==> config.mk <==
export PLATFORM = sky130hd
export DESIGN_NAME = mem_arbiter
export DESIGN_NICKNAME = d
export VERILOG_FILES = /design/src/rtl/mem_arbiter.sv
export SDC_FILE = /design/constraint.sdc
export NUM_CORES = 1
export LEC_CHECK = 0
export ABC_CLOCK_PERIOD_IN_PS = 1700
export BUFFER_PORTS_ARGS = -buffer_cell sky130_fd_sc_hd__clkbuf_2
export CORE_MARGIN = 10
export CORE_UTILIZATION = 44
export CTS_BUF_LIST = sky130_fd_sc_hd__clkbuf_4
export DETAILED_ROUTE_END_ITERATION = 8
export GPL_TIMING_DRIVEN = 0
export PLACE_DENSITY = 0.79
export SYNTH_ARGS = -nofsm -noshare
export SYNTH_HDL_FRONTEND = slang
export SYNTH_SLANG_ARGS = --single-unit
==> constraint.sdc <==
create_clock -name clk -period 1.7 [get_ports clk]
set_clock_uncertainty 0.2 [all_clocks]
set_input_delay 0.255 -clock clk [delete_from_list [all_inputs] [get_ports clk]]
set_output_delay 0.255 -clock clk [all_outputs]
set_load 0.01 [all_outputs]
==> src/rtl/mem_arbiter.sv <==
// mem_arbiter: two-port (fetch/data) round-robin arbiter onto a single-port memory
module mem_arbiter #(
  parameter int WORD    = 32,
  parameter int ADDRESS = 32
) (
  input  logic               clk,
  input  logic               reset,
  input  logic               if_req,
  input  logic [ADDRESS-1:0] if_addr,
  output logic [WORD-1:0]    if_rdata,
  output logic               if_valid,
  input  logic               d_req,
  input  logic               d_we,
  input  logic [ADDRESS-1:0] d_addr,
  input  logic [WORD-1:0]    d_wdata,
  input  logic [1:0]         d_size,
  input  logic               d_ext,
  output logic [WORD-1:0]    d_rdata,
  output logic               d_valid,
  output logic               mem_en,
  output logic               mem_wr_en,
  output logic [ADDRESS-1:0] mem_addr,
  output logic [WORD-1:0]    mem_wdata,
  output logic [1:0]         mem_size,
  output logic               mem_ext,
  input  logic [WORD-1:0]    mem_rdata,
  output logic               stall,
  output logic [15:0]        stall_count
);
  typedef enum logic [1:0] {IDLE, ISSUE, RESP} state_t;
  typedef enum logic {GNT_IF, GNT_D} port_t;
  state_t r_state;
  port_t  r_gnt;
  port_t  r_last;
  logic   w_any;
  logic   w_pick_d;
  assign w_any    = if_req | d_req;
  assign w_pick_d = d_req & (~if_req | (r_last == GNT_IF));
  assign stall    = d_req | ((r_state != IDLE) & (r_gnt == GNT_D)) | (if_req & ~if_valid);
  // Arbitration FSM; memory-side fields are latched straight into the output registers at grant
  // so they hold their last driven value outside ISSUE. mem_wr_en doubles as the latched store flag.
  always_ff @(posedge clk or negedge reset) begin
    if (!reset) begin
      r_state   <= IDLE;
      r_gnt     <= GNT_IF;
      r_last    <= GNT_IF;
      if_rdata  <= '0;
      if_valid  <= 1'b0;
      d_rdata   <= '0;
      d_valid   <= 1'b0;
      mem_en    <= 1'b0;
      mem_wr_en <= 1'b0;
      mem_addr  <= '0;
      mem_wdata <= '0;
      mem_size  <= '0;
      mem_ext   <= 1'b0;
    end else begin
      case (r_state)
        IDLE: begin
          if (w_any) begin
            r_state   <= ISSUE;
            r_gnt     <= w_pick_d ? GNT_D : GNT_IF;
            mem_en    <= 1'b1;
            mem_wr_en <= w_pick_d & d_we;
            mem_addr  <= w_pick_d ? d_addr : if_addr;
            mem_size  <= w_pick_d ? d_size : 2'd2;
            mem_ext   <= w_pick_d & d_ext;
            if (w_pick_d) mem_wdata <= d_wdata;
          end
        end
        ISSUE: begin
          r_state   <= RESP;
          mem_en    <= 1'b0;
          mem_wr_en <= 1'b0;
          if (r_gnt == GNT_IF) begin
            if_rdata <= mem_rdata;
            if_valid <= 1'b1;
          end else begin
            d_valid <= 1'b1;
            if (!mem_wr_en) d_rdata <= mem_rdata;
          end
        end
        RESP: begin
          r_state  <= IDLE;
          r_last   <= r_gnt;
          if_valid <= 1'b0;
          d_valid  <= 1'b0;
        end
        default: r_state <= IDLE;
      endcase
    end
  end
  // Saturating count of cycles in which the core is told to hold its PC
  always_ff @(posedge clk or negedge reset) begin
    if (!reset) stall_count <= '0;
    else if (stall && stall_count != 16'hFFFF) stall_count <= stall_count + 16'd1;
  end
endmodule
==> impl_metrics.prom <==
# TYPE chip_impl_metric gauge
chip_impl_info{name="outcome",value="complete, but fails checks"} 1
chip_impl_info{name="violations",value="setup timing"} 1
chip_impl_metric{name="synth.avg_cell_area",unit="um2"} 12.1
chip_impl_metric{name="synthesized_net_count",unit=""} 656
chip_impl_info{name="post-synth-top-count-cell",value="dfrtp_1"} 1
chip_impl_info{name="critPathLaunchType",value="flop"} 1
chip_impl_info{name="synthFlopType",value="dfrtp_1"} 1
chip_impl_info{name="timing.critical_path.to_type",value="primary output"} 1
chip_impl_metric{name="number_of_ports_placed_on_the_die_boundary",unit=""} 288
chip_impl_metric{name="width_of_the_die",unit="um"} 139
chip_impl_metric{name="wl_per_cell",unit="um"} 20.8
chip_impl_metric{name="dr.pass1.iters",unit=""} 5
chip_impl_metric{name="design.die.area",unit="um2"} 19400
chip_impl_metric{name="total_number_of_vias",unit=""} 6164
chip_impl_metric{name="drv_slew",unit=""} 0
chip_impl_metric{name="row_count",unit=""} 43
chip_impl_metric{name="synth_compound_area_frac",unit=""} 0.0448
chip_impl_metric{name="cts_sinks",unit=""} 155
chip_impl_metric{name="netSwitchingPower",unit="mW"} 6.97
chip_impl_info{name="grt_setup_unrepaired",value="true"} 1
chip_impl_metric{name="clk_pwr_share",unit=""} 0.118
chip_impl_metric{name="critPathBufInv",unit=""} 2
chip_impl_metric{name="tightest_slew",unit="ns"} 0.592
chip_impl_metric{name="global_route.usage.total",unit=""} 0.238
chip_impl_metric{name="drive_above_1_share",unit=""} 0.468
chip_impl_metric{name="initial_standard_cell_utilization_of_the_core",unit=""} 0.449
chip_impl_metric{name="max-clock-path-buffers",unit=""} 2
chip_impl_metric{name="synth_sequential_area_ratio",unit=""} 0.620
chip_impl_metric{name="power_density",unit="nW/um2"} 1700
chip_impl_info{name="worstPathCellList",value="o21a_4 > nor3_4 > inv_1 > clkbuf_2"} 1
chip_impl_metric{name="critical_path_arrival",unit="ns"} 1.52
chip_impl_metric{name="max-vdd-ir-drop",unit="uV"} 920
chip_impl_metric{name="max_cap_violations",unit=""} 0
chip_impl_metric{name="post-place-ws",unit="ns"} -0.372
chip_impl_metric{name="gp_congestion",unit=""} 0.823
chip_impl_metric{name="placed_cells_incl_taps",unit=""} 987
chip_impl_metric{name="area_delta_synth_final",unit="%"} 65.7
chip_impl_metric{name="synth_warnings",unit=""} 0
chip_impl_metric{name="post-route-cell-area",unit="um2"} 10400
chip_impl_info{name="ys_top_cells_by_count",value="155 x dfrtp_1, 136 x nand2_1, 63 x mux2_2"} 1
chip_impl_metric{name="antenna_found_initial",unit=""} 5
chip_impl_metric{name="dp_hpwl",unit="mm"} 14.4
chip_impl_metric{name="maximum_clock_frequency",unit="MHz"} 506
chip_impl_metric{name="synth-async-reset-ratio",unit=""} 1.00
chip_impl_metric{name="htreeDepth",unit=""} 4
chip_impl_info{name="ctsRootBufferMaster",value="clkbuf_4"} 1
chip_impl_metric{name="globalRouteOverflowTotal",unit=""} 0
chip_impl_metric{name="swShare",unit=""} 0.395
chip_impl_metric{name="drt_iter0_drc",unit=""} 322
chip_impl_metric{name="finalNetCount",unit=""} 1134
chip_impl_metric{name="slowest_delay",unit="ns"} 0.45
chip_impl_metric{name="placeableCoreArea",unit="um2"} 13900
chip_impl_metric{name="yosys-mux-area-fraction",unit=""} 0.169
chip_impl_metric{name="synth.lib_cells_used.distinct",unit=""} 41
chip_impl_metric{name="synth_fa_ha_area_frac",unit=""} 0.00200
chip_impl_metric{name="placedInstanceArea",unit="um2"} 7990
chip_impl_metric{name="flip_flop_and_latch_count_after_synthesis",unit=""} 155
chip_impl_info{name="netlist.top_cell.by_area",value="dfrtp_1"} 1
chip_impl_metric{name="design_power_total",unit="mW"} 17.7
chip_impl_metric{name="yosys.area_share.xor_xnor",unit=""} 0.0210
chip_impl_metric{name="yosys.area.top_type_share",unit=""} 0.620
chip_impl_metric{name="fp.dieH",unit="um"} 139
chip_impl_metric{name="final.period_utilization",unit=""} 1.16
chip_impl_metric{name="share_comb_of_total_power",unit=""} 0.500
chip_impl_info{name="cell_with_the_biggest_individual_delay_on_the_critical_path",value="dfrtp_2"} 1
chip_impl_info{name="cts_tree",value="yes"} 1
chip_impl_metric{name="timing.critical_path.required",unit="ns"} 1.24
chip_impl_metric{name="numCtsBuffers",unit=""} 17
chip_impl_metric{name="port_buffers",unit=""} 287
chip_impl_metric{name="finish.cell_count_without_fillers",unit=""} 1191
chip_impl_metric{name="power_report.internal_total",unit="mW"} 10.7
chip_impl_metric{name="grt_max_degree",unit=""} 87
chip_impl_metric{name="synth.cell_area",unit="um2"} 6260
chip_impl_metric{name="crit_fanout",unit=""} 4
chip_impl_info{name="holdCritPathClass",value="primary input to async pin"} 1
chip_impl_info{name="cp_top_family",value="flip-flops"} 1
chip_impl_metric{name="ant_nets",unit=""} 0
chip_impl_metric{name="detailed_route_wl",unit="mm"} 24.8
chip_impl_metric{name="clock_network_latency_to_the_later_pin_of_the_worst_skew_pair",unit="ns"} 0.52
chip_impl_metric{name="post_drt_via_cell_ratio",unit=""} 5.18
chip_impl_metric{name="wire_length_of_the_first_global_routing_pass",unit="mm"} 37.1
chip_impl_metric{name="final_critical_path_setup_slack",unit="ns"} -0.277
chip_impl_metric{name="period_needed",unit="ns"} 1.98
chip_impl_metric{name="synth-simple-area-share",unit=""} 0.123
chip_impl_metric{name="clkSlewWorstSetupHoldPaths",unit="ns"} 0.12
chip_impl_metric{name="report.final.hold_viol_count",unit=""} 0
chip_impl_info{name="main_combinational_cell_family_by_area_after_synthesis",value="multiplexers"} 1
chip_impl_metric{name="synth_enable_flop_cells",unit=""} 0
chip_impl_metric{name="number_of_global_route_vias_before_repair",unit=""} 6726
chip_impl_metric{name="power.leakage",unit="nW"} 5.31
chip_impl_info{name="criticalPathCategory",value="flop to primary output"} 1
chip_impl_metric{name="post_synth_inst_count",unit=""} 519
chip_impl_metric{name="relSlewSlack",unit=""} 0.602
chip_impl_info{name="synth.area.top_cells",value="dfrtp_1 62%, mux2_2 11%, nand2_1 8.2%, mux2i_1 5.1%, o21ai_0 2.7%"} 1
chip_impl_metric{name="p_seq_frac",unit=""} 0.382
chip_impl_metric{name="setup_viol",unit=""} 94
chip_impl_metric{name="post-route-drc-count",unit=""} 0
==> repair_timing <==
action,CTS,global route
hold endpoints to repair,217,0
gates resized for setup,57,58
gates cloned,5,1
endpoints found under the setup margin,150,158
buffers inserted,22,12
hold buffers,133,0
pin swaps,6,4
==> state kept, by name, summed over array words and instances (netlist names) <==
| signal | cells |
|---|---|
| if_rdata | 32 |
| r_gnt | 1 |
| mem_size | 2 |
| d_valid | 1 |
| r_last | 1 |
| d_rdata | 32 |
| mem_ext | 1 |
| mem_wr_en | 1 |
| mem_wdata | 32 |
| r_state | 2 |
| if_valid | 1 |
| mem_en | 1 |
| mem_addr | 32 |
| stall_count | 16 |
==> cell usage in the layout (no fill, tap or decap), drive strengths merged, types with 2 or more instances in the layout <==
cell / netlist / routed
nor2: 7 / 7
dfrtp: 155 / 155
nand2: 136 / 136
mux2i: 32 / 32
inv: 6 / 6
clkinv: 0 / 6
and4: 2 / 2
clkbuf: 9 / 315
and3: 2 / 2
nor3b: 2 / 2
bufinv: 0 / 2
diode: 0 / 5
o21ai: 35 / 35
mux2: 65 / 65
dlygate4sd3: 0 / 133
xor2: 14 / 14
nor3: 8 / 8
clkinvlp: 0 / 2
nand4: 4 / 4
a22o: 4 / 4
o31ai: 2 / 2
nand3: 3 / 3
buf: 15 / 52
nor4: 5 / 5
==> worst reg2reg max path, delay by kind of cell, from the launching register on <==
family | cells | cell delay [ns]
DFF | 1 | 0.43
buffers and inverters | 6 | 0.69
muxes | 1 | 0.32
and+or+nand+nor | 2 | 0.22
==> per-stage QoR <==
stage / hold slack [ns] / utilization / TNS, ns
5_1_grt: 0.0618 / 0.744 / -26.59
2_1_floorplan: -0.241 / - / -0.271
6_report: 0.0754 / 0.744 / -15.11
3_5_place_dp: 0.0959 / 0.573 / -30.46
4_1_cts: 0.0461 / 0.722 / -14.28
3_3_place_gp: 0.243 / 0.571 / -407.95
==> final timing paths <==
| check | startpoint | end | slack [ns] | cells past startpoint |
|---|---|---|---|---|
| max in group asynchronous | reset | mem_wdata[15] | 0.40 | 3 |
| worst max register to register | r_state[1] | d_rdata[13] | -0.26 | 9 |
| min in group clk | d_req | stall_count[4] | 0.14 | 4 |
| worst min register to register | mem_en | mem_en | 0.29 | 2 |
| worst max-delay path | r_state[0] | stall | -0.28 | 4 |
| worst min-delay path | reset | stall_count[11] | 0.08 | 2 |
==> layer usage <==
layer | GRT usage | share of wire
met3 | 0.0919 | 0.096
met5 | 0 | 0
met2 | 0.413 | 0.52
met1 | 0.249 | 0.35
met4 | 0.107 | 0.037
==> power by group through the flow <==
stage | registers, mW | logic (mW) | clock network [mW]
CTS | 6.57 | 8.07 | 2.11
floorplan | 7.30 | 2.89 | 0
detailed placement | 6.62 | 6.74 | 0
finish | 6.75 | 8.82 | 2.09
global placement | 6.52 | 6.54 | 0
global route | 6.93 | 9.46 | 2.28
==> layout make-up <==
type	instances	area, um2
sequential	155	3890
fill	857	3560
timing repair buffer	460	3310
multi-input combinational	334	2470
tap	180	225
buffer	23	194
clock buffer	18	135
clock inverter	10	105
inverter	6	25.0
antenna	5	12.5
==> kinds of logic after synthesis <==
family                   after synthesis
AO/OA/AOI/OAI                         48
multiplexers                          97
adder cells (fa/ha/maj)                1
buffers and inverters                 30
AND/OR/NAND/NOR                      173
flip-flops                           155
XOR/XNOR                              15
Note: power is estimated with default switching activity, not from simulation.
